<file path="src/rtl/rx_dec_pkg.sv">
// Shared definitions for the Rx decimation chain (CIC and half-band stages).
//   ADC_W, CIC_R, CIC_N : default sample width, CIC ratio and stage count
//   clog2()             : ceiling log2, usable in constant expressions
//   round_sat()         : half-up rounding right shift followed by saturation
//                         to a signed out_w-bit range
package rx_dec_pkg;

    localparam int ADC_W = 10;
    localparam int CIC_R = 4;
    localparam int CIC_N = 3;

    function automatic int clog2(input int value);
        int res;
        int v;
        res = 0;
        v   = value - 1;
        while (v > 0) begin
            res = res + 1;
            v   = v >> 1;
        end
        return res;
    endfunction

    // Works one bit wider than the 32-bit input, so adding the rounding
    // constant to the most positive value can never wrap negative.
    function automatic logic signed [31:0] round_sat(input logic signed [31:0] value,
                                                     input int shift,
                                                     input int out_w);
        logic signed [32:0] wide;
        logic signed [32:0] hi;
        logic signed [32:0] lo;
        wide = {value[31], value};
        if (shift > 0) begin
            wide = wide + (33'sd1 <<< (shift - 1));
        end
        wide = wide >>> shift;
        hi   = (33'sd1 <<< (out_w - 1)) - 33'sd1;
        lo   = -(33'sd1 <<< (out_w - 1));
        if (wide > hi) begin
            wide = hi;
        end else if (wide < lo) begin
            wide = lo;
        end
        return wide[31:0];
    endfunction

endpackage

</file>
<file path="src/rtl/cic_decimator_if.sv">
// Sample-stream bundle between the ADC front end, the CIC decimator and the
// half-band stage.
//   in_data/in_valid   : ADC-rate signed samples with qualifier
//   out_data/out_valid : decimated signed samples with one-cycle strobe
//   master : the side that feeds samples and consumes the decimated stream
//   slave  : the decimator itself
interface cic_decimator_if #(
    parameter int IN_W  = 10,
    parameter int OUT_W = 10
);
    logic [IN_W-1:0]  in_data;
    logic             in_valid;
    logic [OUT_W-1:0] out_data;
    logic             out_valid;

    modport master (output in_data, in_valid, input out_data, out_valid);
    modport slave  (input in_data, in_valid, output out_data, out_valid);
endinterface

</file>
<file path="src/rtl/cic_integrator_stage.sv">
// One CIC integrator: a W-bit wrapping accumulator that adds `add` on each
// enabled cycle and holds otherwise.
//   clk, rst_n : clock and asynchronous active-low reset (clears acc)
//   en         : accumulate this cycle
//   add        : value to accumulate (previous stage's registered output)
//   acc        : registered accumulator value
module cic_integrator_stage #(
    parameter int W = 16
) (
    input  logic         clk,
    input  logic         rst_n,
    input  logic         en,
    input  logic [W-1:0] add,
    output logic [W-1:0] acc
);

    logic [W-1:0] acc_q;
    logic [W-1:0] acc_d;

    always_comb begin
        // NOTE: assign the hold value first so every path drives acc_d and no latch is inferred.
        acc_d = acc_q;
        if (en) begin
            // Modulo 2^W on purpose: the comb differences undo the wrap.
            acc_d = acc_q + add;
        end
    end

    always_ff @(posedge clk or negedge rst_n) begin
        if (!rst_n) begin
            acc_q <= '0;
        end else begin
            // NOTE: non-blocking so all stages sample each other's old values on the same edge.
            acc_q <= acc_d;
        end
    end

    assign acc = acc_q;

endmodule

</file>
<file path="src/rtl/cic_decimator.sv">
// N-stage CIC decimator by R feeding the half-band stage. The integrators run
// at the input rate on in_valid; a phase counter marks every R-th accepted
// sample, which raises dec_en for one cycle. During dec_en the comb chain is
// evaluated combinationally from the last integrator and the result is
// rounded/saturated back to OUT_W bits, removing the R^N gain.
//   clk, rst_n : clock and asynchronous active-low reset
//   bus        : slave side of the sample stream (in_* in, out_* out)
module cic_decimator
    import rx_dec_pkg::*;
#(
    parameter int R     = CIC_R,
    parameter int N     = CIC_N,
    parameter int IN_W  = ADC_W,
    parameter int OUT_W = 10
) (
    input  logic            clk,
    input  logic            rst_n,
    cic_decimator_if.slave  bus
);

    localparam int ACC_W = IN_W + N * clog2(R);
    localparam int SHIFT = ACC_W - OUT_W;
    localparam int PH_W  = clog2(R);

    logic [ACC_W-1:0] in_ext;
    logic [ACC_W-1:0] integ [N];

    logic [PH_W-1:0]  phase_q,     phase_d;
    logic             dec_en_q,    dec_en_d;
    logic [ACC_W-1:0] dly_q [N];
    logic [ACC_W-1:0] dly_d [N];
    logic [OUT_W-1:0] out_data_q,  out_data_d;
    logic             out_valid_q, out_valid_d;
    logic [ACC_W-1:0] comb_out;

    assign in_ext = {{(ACC_W - IN_W){bus.in_data[IN_W-1]}}, bus.in_data};

    // Pipelined integrator chain: each stage adds the previous stage's
    // registered value, giving N-1 extra samples of fixed group delay.
    for (genvar k = 0; k < N; k++) begin : g_integ
        logic [ACC_W-1:0] add_in;
        if (k == 0) begin : g_first
            assign add_in = in_ext;
        end else begin : g_next
            assign add_in = integ[k-1];
        end
        cic_integrator_stage #(.W(ACC_W)) u_stage (
            .clk   (clk),
            .rst_n (rst_n),
            .en    (bus.in_valid),
            .add   (add_in),
            .acc   (integ[k])
        );
    end

    always_comb begin
        logic [ACC_W-1:0] stage_val;

        phase_d = phase_q;
        if (bus.in_valid) begin
            phase_d = (phase_q == PH_W'(R - 1)) ? '0 : phase_q + PH_W'(1);
        end
        dec_en_d = bus.in_valid && (phase_q == PH_W'(R - 1));

        // Comb chain with differential delay 1. integ[N-1] is the registered
        // value, so an integrator update in the dec_en cycle does not leak in.
        dly_d     = dly_q;
        stage_val = integ[N-1];
        for (int k = 0; k < N; k++) begin
            if (dec_en_q) begin
                dly_d[k] = stage_val;
            end
            stage_val = stage_val - dly_q[k];
        end
        comb_out = stage_val;

        out_valid_d = dec_en_q;
        out_data_d  = out_data_q;
        if (dec_en_q) begin
            out_data_d = OUT_W'(round_sat(32'(signed'(comb_out)), SHIFT, OUT_W));
        end
    end

    always_ff @(posedge clk or negedge rst_n) begin
        if (!rst_n) begin
            phase_q     <= '0;
            dec_en_q    <= 1'b0;
            out_data_q  <= '0;
            out_valid_q <= 1'b0;
            // NOTE: the comb delays are a handful of flops, not a RAM, so reset every element.
            for (int k = 0; k < N; k++) begin
                dly_q[k] <= '0;
            end
        end else begin
            phase_q     <= phase_d;
            dec_en_q    <= dec_en_d;
            out_data_q  <= out_data_d;
            out_valid_q <= out_valid_d;
            for (int k = 0; k < N; k++) begin
                dly_q[k] <= dly_d[k];
            end
        end
    end

    assign bus.out_data  = out_data_q;
    assign bus.out_valid = out_valid_q;

endmodule

</file>
<file path="src/flat_wrapper.sv">
// flat-port wrapper written by rule: the top's interface ports become plain ports
module cic_decimator_flat import rx_dec_pkg::*;
#(
    parameter int R     = CIC_R,
    parameter int N     = CIC_N,
    parameter int IN_W  = ADC_W,
    parameter int OUT_W = 10
)
  (clk, rst_n, bus_in_data, bus_in_valid, bus_out_data, bus_out_valid);
  cic_decimator_if #(.IN_W(IN_W), .OUT_W(OUT_W)) bus_i ();
  input  logic clk;
  input  logic rst_n;
  input wire logic [$bits(bus_i.in_data)-1:0] bus_in_data;
  input wire logic [$bits(bus_i.in_valid)-1:0] bus_in_valid;
  output wire logic [$bits(bus_i.out_data)-1:0] bus_out_data;
  output wire logic [$bits(bus_i.out_valid)-1:0] bus_out_valid;
  assign bus_i.in_data = bus_in_data;
  assign bus_i.in_valid = bus_in_valid;
  assign bus_out_data = bus_i.out_data;
  assign bus_out_valid = bus_i.out_valid;
  cic_decimator #(.R(R), .N(N), .IN_W(IN_W), .OUT_W(OUT_W)) u_core (.clk(clk), .rst_n(rst_n), .bus(bus_i));
endmodule
</file>
<file path="config.mk">
export PLATFORM = sky130hd
export DESIGN_NAME = cic_decimator_flat
export DESIGN_NICKNAME = d
export VERILOG_FILES = /design/src/rtl/rx_dec_pkg.sv /design/src/rtl/cic_decimator_if.sv /design/src/rtl/cic_integrator_stage.sv /design/src/rtl/cic_decimator.sv /design/src/flat_wrapper.sv
export SDC_FILE = /design/constraint.sdc
export NUM_CORES = 1
export LEC_CHECK = 0
export ABC_AREA = 1
export CORE_MARGIN = 4
export CORE_UTILIZATION = 40
export DETAILED_ROUTE_END_ITERATION = 10
export HOLD_SLACK_MARGIN = 0.05
export SLEW_MARGIN = 30
export SYNTH_ARGS = -nofsm -noshare
export SYNTH_HDL_FRONTEND = slang
export SYNTH_SLANG_ARGS = --single-unit
</file>
<file path="constraint.sdc">
create_clock -name clk -period 4.8 [get_ports clk]
set_clock_uncertainty 0.15 [all_clocks]
set_input_delay 0.48 -clock clk [delete_from_list [all_inputs] [get_ports clk]]
set_output_delay 0.48 -clock clk [all_outputs]
set_load 0.02 [all_outputs]
</file>
# After elaboration in Yosys (flattened, before gate mapping)
# Cells that the tools add are included.
# word_totals
reg_bits	110
latch_bits	0
out_inout_bits	11
memories	0
rom_bits	0
wordCells	26
mem_bits_rw	0
input_bits	13
# classes
n_shift	0
addsub	8
n_div	0
reduce_logical	1
n_eq_ne	1
muxes	4
mul	0
magnitude_cmp	2
bitwise_logic	0
# ops
op	n
$add A16 B16 Y16	3
$sub A16 B16 Y16	3
$mux W33	1
$gt A27 B10 Y1 const B	1
$lt A27 B10 Y1 const B	1
$mux W10	2
$add A16 B7 Y17 const B	1
$add A2 B1 Y2 const B	1
$eq A2 B2 Y1 const B	1
$mux W2	1
$logic_and A1 B1 Y1	1

# Longest topological paths before layout
# depth
depth_word	8
depth_mapped	34
depth_no_buf	34

# Modules after synthesis
# Synthesis repeated with hierarchy kept, for this count alone.
# unflattened
hier_cells	1394
hier_area_um2	9504.1
# modules_own_cells
mod	n_inst	area_per_inst_um2	seq_area_each_um2	cells_per_inst
cic_decimator	1	4921.0	1551.5	683
cic_integrator_stage	3	1527.7	400.4	237

# Worst setup path after synthesis
# No wires, ideal clock.
# synth_path
path_type	reg2reg
from	register u_core.g_integ[2].u_stage.acc_q[0]
to	register u_core.out_data_q[0] (netlist: u_core.bus.out_data[0])
t_required_ps	4534
path_buffers	0
period_less_slack_ps	4674
path_stages_with_launch	35
arrival_ps	4408
setup_slack_ps	126
setup_ps	116
path_cell_list	dfrtp_1 -> inv_1 -> ha_1 -> inv_1 -> fa_1 -> nand3_1 -> nand2_1 -> a21oi_1 -> o21bai_1 -> xor2_1 -> inv_1 -> ha_1 -> nand2_1 -> nor3_1 -> nand2_1 -> o211ai_1 -> a21boi_1 -> o21ai_0 -> a21boi_1 -> xor2_1 -> inv_1 -> ha_1 -> a21oi_1 -> o21ai_0 -> a21oi_1 -> nand2_1 -> nand2_1 -> nand2_1 -> nand3b_1 -> nand2_1 -> nand2_2 -> nand3_4 -> nand2_1 -> nand2_1 -> nand2_1
# synth_via
elab_chain_cells	8
word_cells_on_any_way	9
cone_classes	add/sub (4); order compare (2); mux (3)
# synth_lines
item	line_no	source
start: declaration	cic_integrator_stage.sv:17	logic [W-1:0] acc_q;
start signal: assignment	cic_integrator_stage.sv:31	acc_q <= '0;
start signal: assignment	cic_integrator_stage.sv:34	acc_q <= acc_d;
$sub A16 B16 Y16 (*) (3 in series)	cic_decimator.sv:73	stage_val = stage_val - dly_q[k];
$add A16 B7 Y17 (*)	rx_dec_pkg.sv:34	wide = wide + (33'sd1 <<< (shift - 1));
$mux W33 (*)	cic_decimator.sv:79	if (dec_en_q) begin
$lt A27 B10 Y1	rx_dec_pkg.sv:41	end else if (wide < lo) begin
$mux W10	rx_dec_pkg.sv:41	
$mux W10 (*)	rx_dec_pkg.sv:39	if (wide > hi) begin
end signal: assignment	cic_decimator.sv:97	out_data_q <= out_data_d;
end: declaration	cic_decimator.sv:32	logic [OUT_W-1:0] out_data_q, out_data_d;
# Every way passes the cells marked *; elsewhere a longest branch is shown, timed or not. The select of a mux whose other input is x is not followed.
# A chain may end at the register's enable or synchronous reset.

# Worst setup path in the final report
# Same ends and word-level chain as after synthesis.

==> flow_metrics.env <==
export IMPL_outcome="finished clean"
export IMPL_fmaxAchievable_ghz=0.210
export IMPL_fin_util=0.484
export IMPL_grt_pass1_vias=6966
export IMPL_yosysUniqueCellTypes=40
export IMPL_dr_max_layer_used="met4"
export IMPL_cp_common_cell="nand2_1"
export IMPL_rows=53
export IMPL_clk_path_buf_depth=2
export IMPL_yosysTopAreaCell="dfrtp_1"
export IMPL_root_buffer="clkbuf_16"
export IMPL_fillerInstances=2112
export IMPL_grt_max_degree=88
export IMPL_hold_viol=0
export IMPL_cpPeakStageDelay_ns=0.41
export IMPL_wl_met2_um=8980
export IMPL_yosysTopAreaCellShare=0.324
export IMPL_pin_count=24
export IMPL_post_drt_wl_per_cell_um=11.8
export IMPL_flow_area_growth_from_synthesis_pct=19.2
export IMPL_crit_slowest_cell="ha_1"
export IMPL_antenna_found_initial=0
export IMPL_end_kind="register"
export IMPL_numPortBuffers=23
export IMPL_finalWorstSetupSlack_ns=0.0280
export IMPL_area_sequential_um2=2750
export IMPL_die_y_um=154
export IMPL_synthesis_area_um2=8500
export IMPL_die_w_um=154
export IMPL_die_area_um2=23700
export IMPL_drc=0
export IMPL_critPathKind="reg -> reg"
export IMPL_grt_use_total=0.151
export IMPL_min_path_type="reg -> reg"
export IMPL_ys_ff_latch=110
export IMPL_syn_avg_cell_area_um2=7.47
export IMPL_wl_met1_um=7870
export IMPL_worstMarginPinSlew_ns=0.816
export IMPL_cts_max_level=3
export IMPL_async_flop_share=1.00
export IMPL_core_um2=21000
export IMPL_synth_edf_count=0
export IMPL_r2r_slack_ns=0.03
export IMPL_ys_warnings_count=0
export IMPL_worstSkewPairLatency_ns=0.36
export IMPL_maxCapViolCount=0
export IMPL_pre_cts_slack_ns=-0.258
export IMPL_crit_fanout=4
export IMPL_vias=7234
export IMPL_dpl_hpwl_um=13300
export IMPL_drt_wl_total_um=17700
export IMPL_gp_congestion=0.877
export IMPL_netlist_top_cells_area="dfrtp_1 (32%), nand2_1 (14%), ha_1 (13%)"
export IMPL_start_kind="register"
export IMPL_setup_viol=0
export IMPL_synth_nets=1248
export IMPL_final_net_count=1325
export IMPL_cts_tree="yes"
export IMPL_clock_sinks=110
export IMPL_final_min_clock_period_ns=4.77
export IMPL_critPathArrivalTime_ns=4.87
export IMPL_initial_core_util=0.406
export IMPL_drive_gt1_frac=0.147
export IMPL_insertedDiodeCount=0
export IMPL_rsz0062_at_grt="true"
export IMPL_grt_pass1_wl_um=30300
export IMPL_cts_made_buffers=9
export IMPL_ys_seq_area_frac=0.324
export IMPL_synth_ff_type="dfrtp_1"
export IMPL_dr_wl_met3_um=469
export IMPL_fin_tns_setup_ns=0
export IMPL_fin_crit_sh=0.994
export IMPL_netlist_instances=1139
export IMPL_vias_per_cell=4.84
export IMPL_multi_input_area_um2=5480
export IMPL_slew_headroom=0.455
export IMPL_drtIter0Drc=280
export IMPL_drtAntennaViolNets=0
export IMPL_overflow=0
export IMPL_drt_first_pass_iters=4
export IMPL_crit_required_ns=4.90
export IMPL_path_clk_slew_ns=0.07
export IMPL_final_max_slew_viol_count=0
[routing by layer]
metal	global-route usage	vias to the layer above
met2	0.286	63
met4	0.0399	0
li1	-	3887
met5	0	-
met1	0.174	3263
met3	0.0284	21
[through the flow]
| step | std cells | cell area (um^2) | hold slack [ns] |
|---|---|---|---|
| after floorplan | 1139 | 8500 | 0.0344 |
| after global placement | 1461 | 9330 | 0.310 |
| after detailed placement | 1462 | 9360 | 0.312 |
| after CTS | 1487 | 9900 | 0.332 |
| after global routing | 1495 | 10100 | 0.351 |
| final | 1495 | 10100 | 0.329 |
[state kept, by name, indices dropped and copies added, names as in the netlist]
name                        count
u_core.g_integ.u_stage.acc     48
u_core.phase_q                  2
u_core.dec_en_q                 1
u_core.bus.out_data            10
u_core.bus.out_valid            1
u_core.dly_q                   48
[layout make-up]
cell class	instances	share of cell area
Sequential cell	110	0.272
Clock inverter	4	0.00333
Clock buffer	11	0.0230
Inverter	142	0.0526
Timing Repair Buffer	89	0.0743
Tap cell	275	0.0340
Multi-Input combinational cell	864	0.541
[layout by cell type (no fill, tap or decap), types with 5 or more instances in the layout]
master           Yosys  routed
ha_4                 0       7
xor2_1              40      37
nor3_1               9       8
inv_1              142     137
a31oi_1              9       9
nor2_4               3       7
nand3_2              5      11
clkbuf_16            0       9
o211ai_1             5       5
nand4_1              5       5
o21bai_1             5       5
nand2_2             14      24
clkdlybuf4s50_1      0      22
inv_2                0       5
a21oi_1             82      72
nand3_1             58      52
buf_4                1      63
nand2_1            324     310
dfrtp_1            110     109
a21oi_2              2      11
o21ai_0            111     106
nor2_1              29      24
ha_1                91      81
o31ai_1              5       5
o21ai_1              8       9
xnor2_1             26      24
[Yosys cell counts (14+ instances only)]
cell,n
nand3_1,58
nand2_1,324
clkbuf_1,18
a21oi_1,82
ha_1,91
xor2_1,40
nand2_2,14
nor2_1,29
dfrtp_1,110
xnor2_1,26
inv_1,142
o21ai_0,111
[worst paths after layout]
kind	cells past startpoint	end	startpoint
worst min register to register	2	u_core.bus.out_data[5]	u_core.bus.out_data[5]
max in group asynchronous	4	u_core.g_integ[1].u_stage.acc[11]	rst_n
worst max-delay path	32	u_core.bus.out_data[0]	u_core.g_integ[2].u_stage.acc[0]
min in group asynchronous	2	u_core.dly_q[0]	rst_n
worst max register to register	32	u_core.bus.out_data[0]	u_core.g_integ[2].u_stage.acc[0]
worst min-delay path	2	u_core.bus.out_data[5]	u_core.bus.out_data[5]
[worst max-delay path, delay by kind of cell, from the launching register on]
family | cells | cell delay (ns)
xor gates and xnor gates | 2 | 0.26
buffers and inverters | 4 | 0.35
AOI/OAI and AO/OA | 3 | 0.52
and+or+nand+nor | 19 | 1.76
DFF | 1 | 0.39
adders and majority gates | 4 | 1.23
[cell families (layout without fill, tap and decap cells)]
logic type      after synthesis  count (layout)  share of synthesized area
flops                       110             110                      0.324
fa+ha+maj                    96              96                      0.146
simple gates                458             459                      0.229
xor+xnor                     68              68                     0.0731
compound gates              241             241                      0.154
buf+inv                     166             246                     0.0750
[what timing repair did]
item | 4_1_cts | 5_1_grt
buffers inserted | 8 | 8
gates resized for setup | 50 | 33
hold buffers | 1 | 0
cloned | 1 | 0
pin swaps | 41 | 49
endpoints found under the setup margin | 10 | 10
endpoints found under the hold margin | 29 | 0
Power is left out: the tool's default activity adds up to more than one toggle a clock period on the data nets, which glitch-free logic cannot reach.
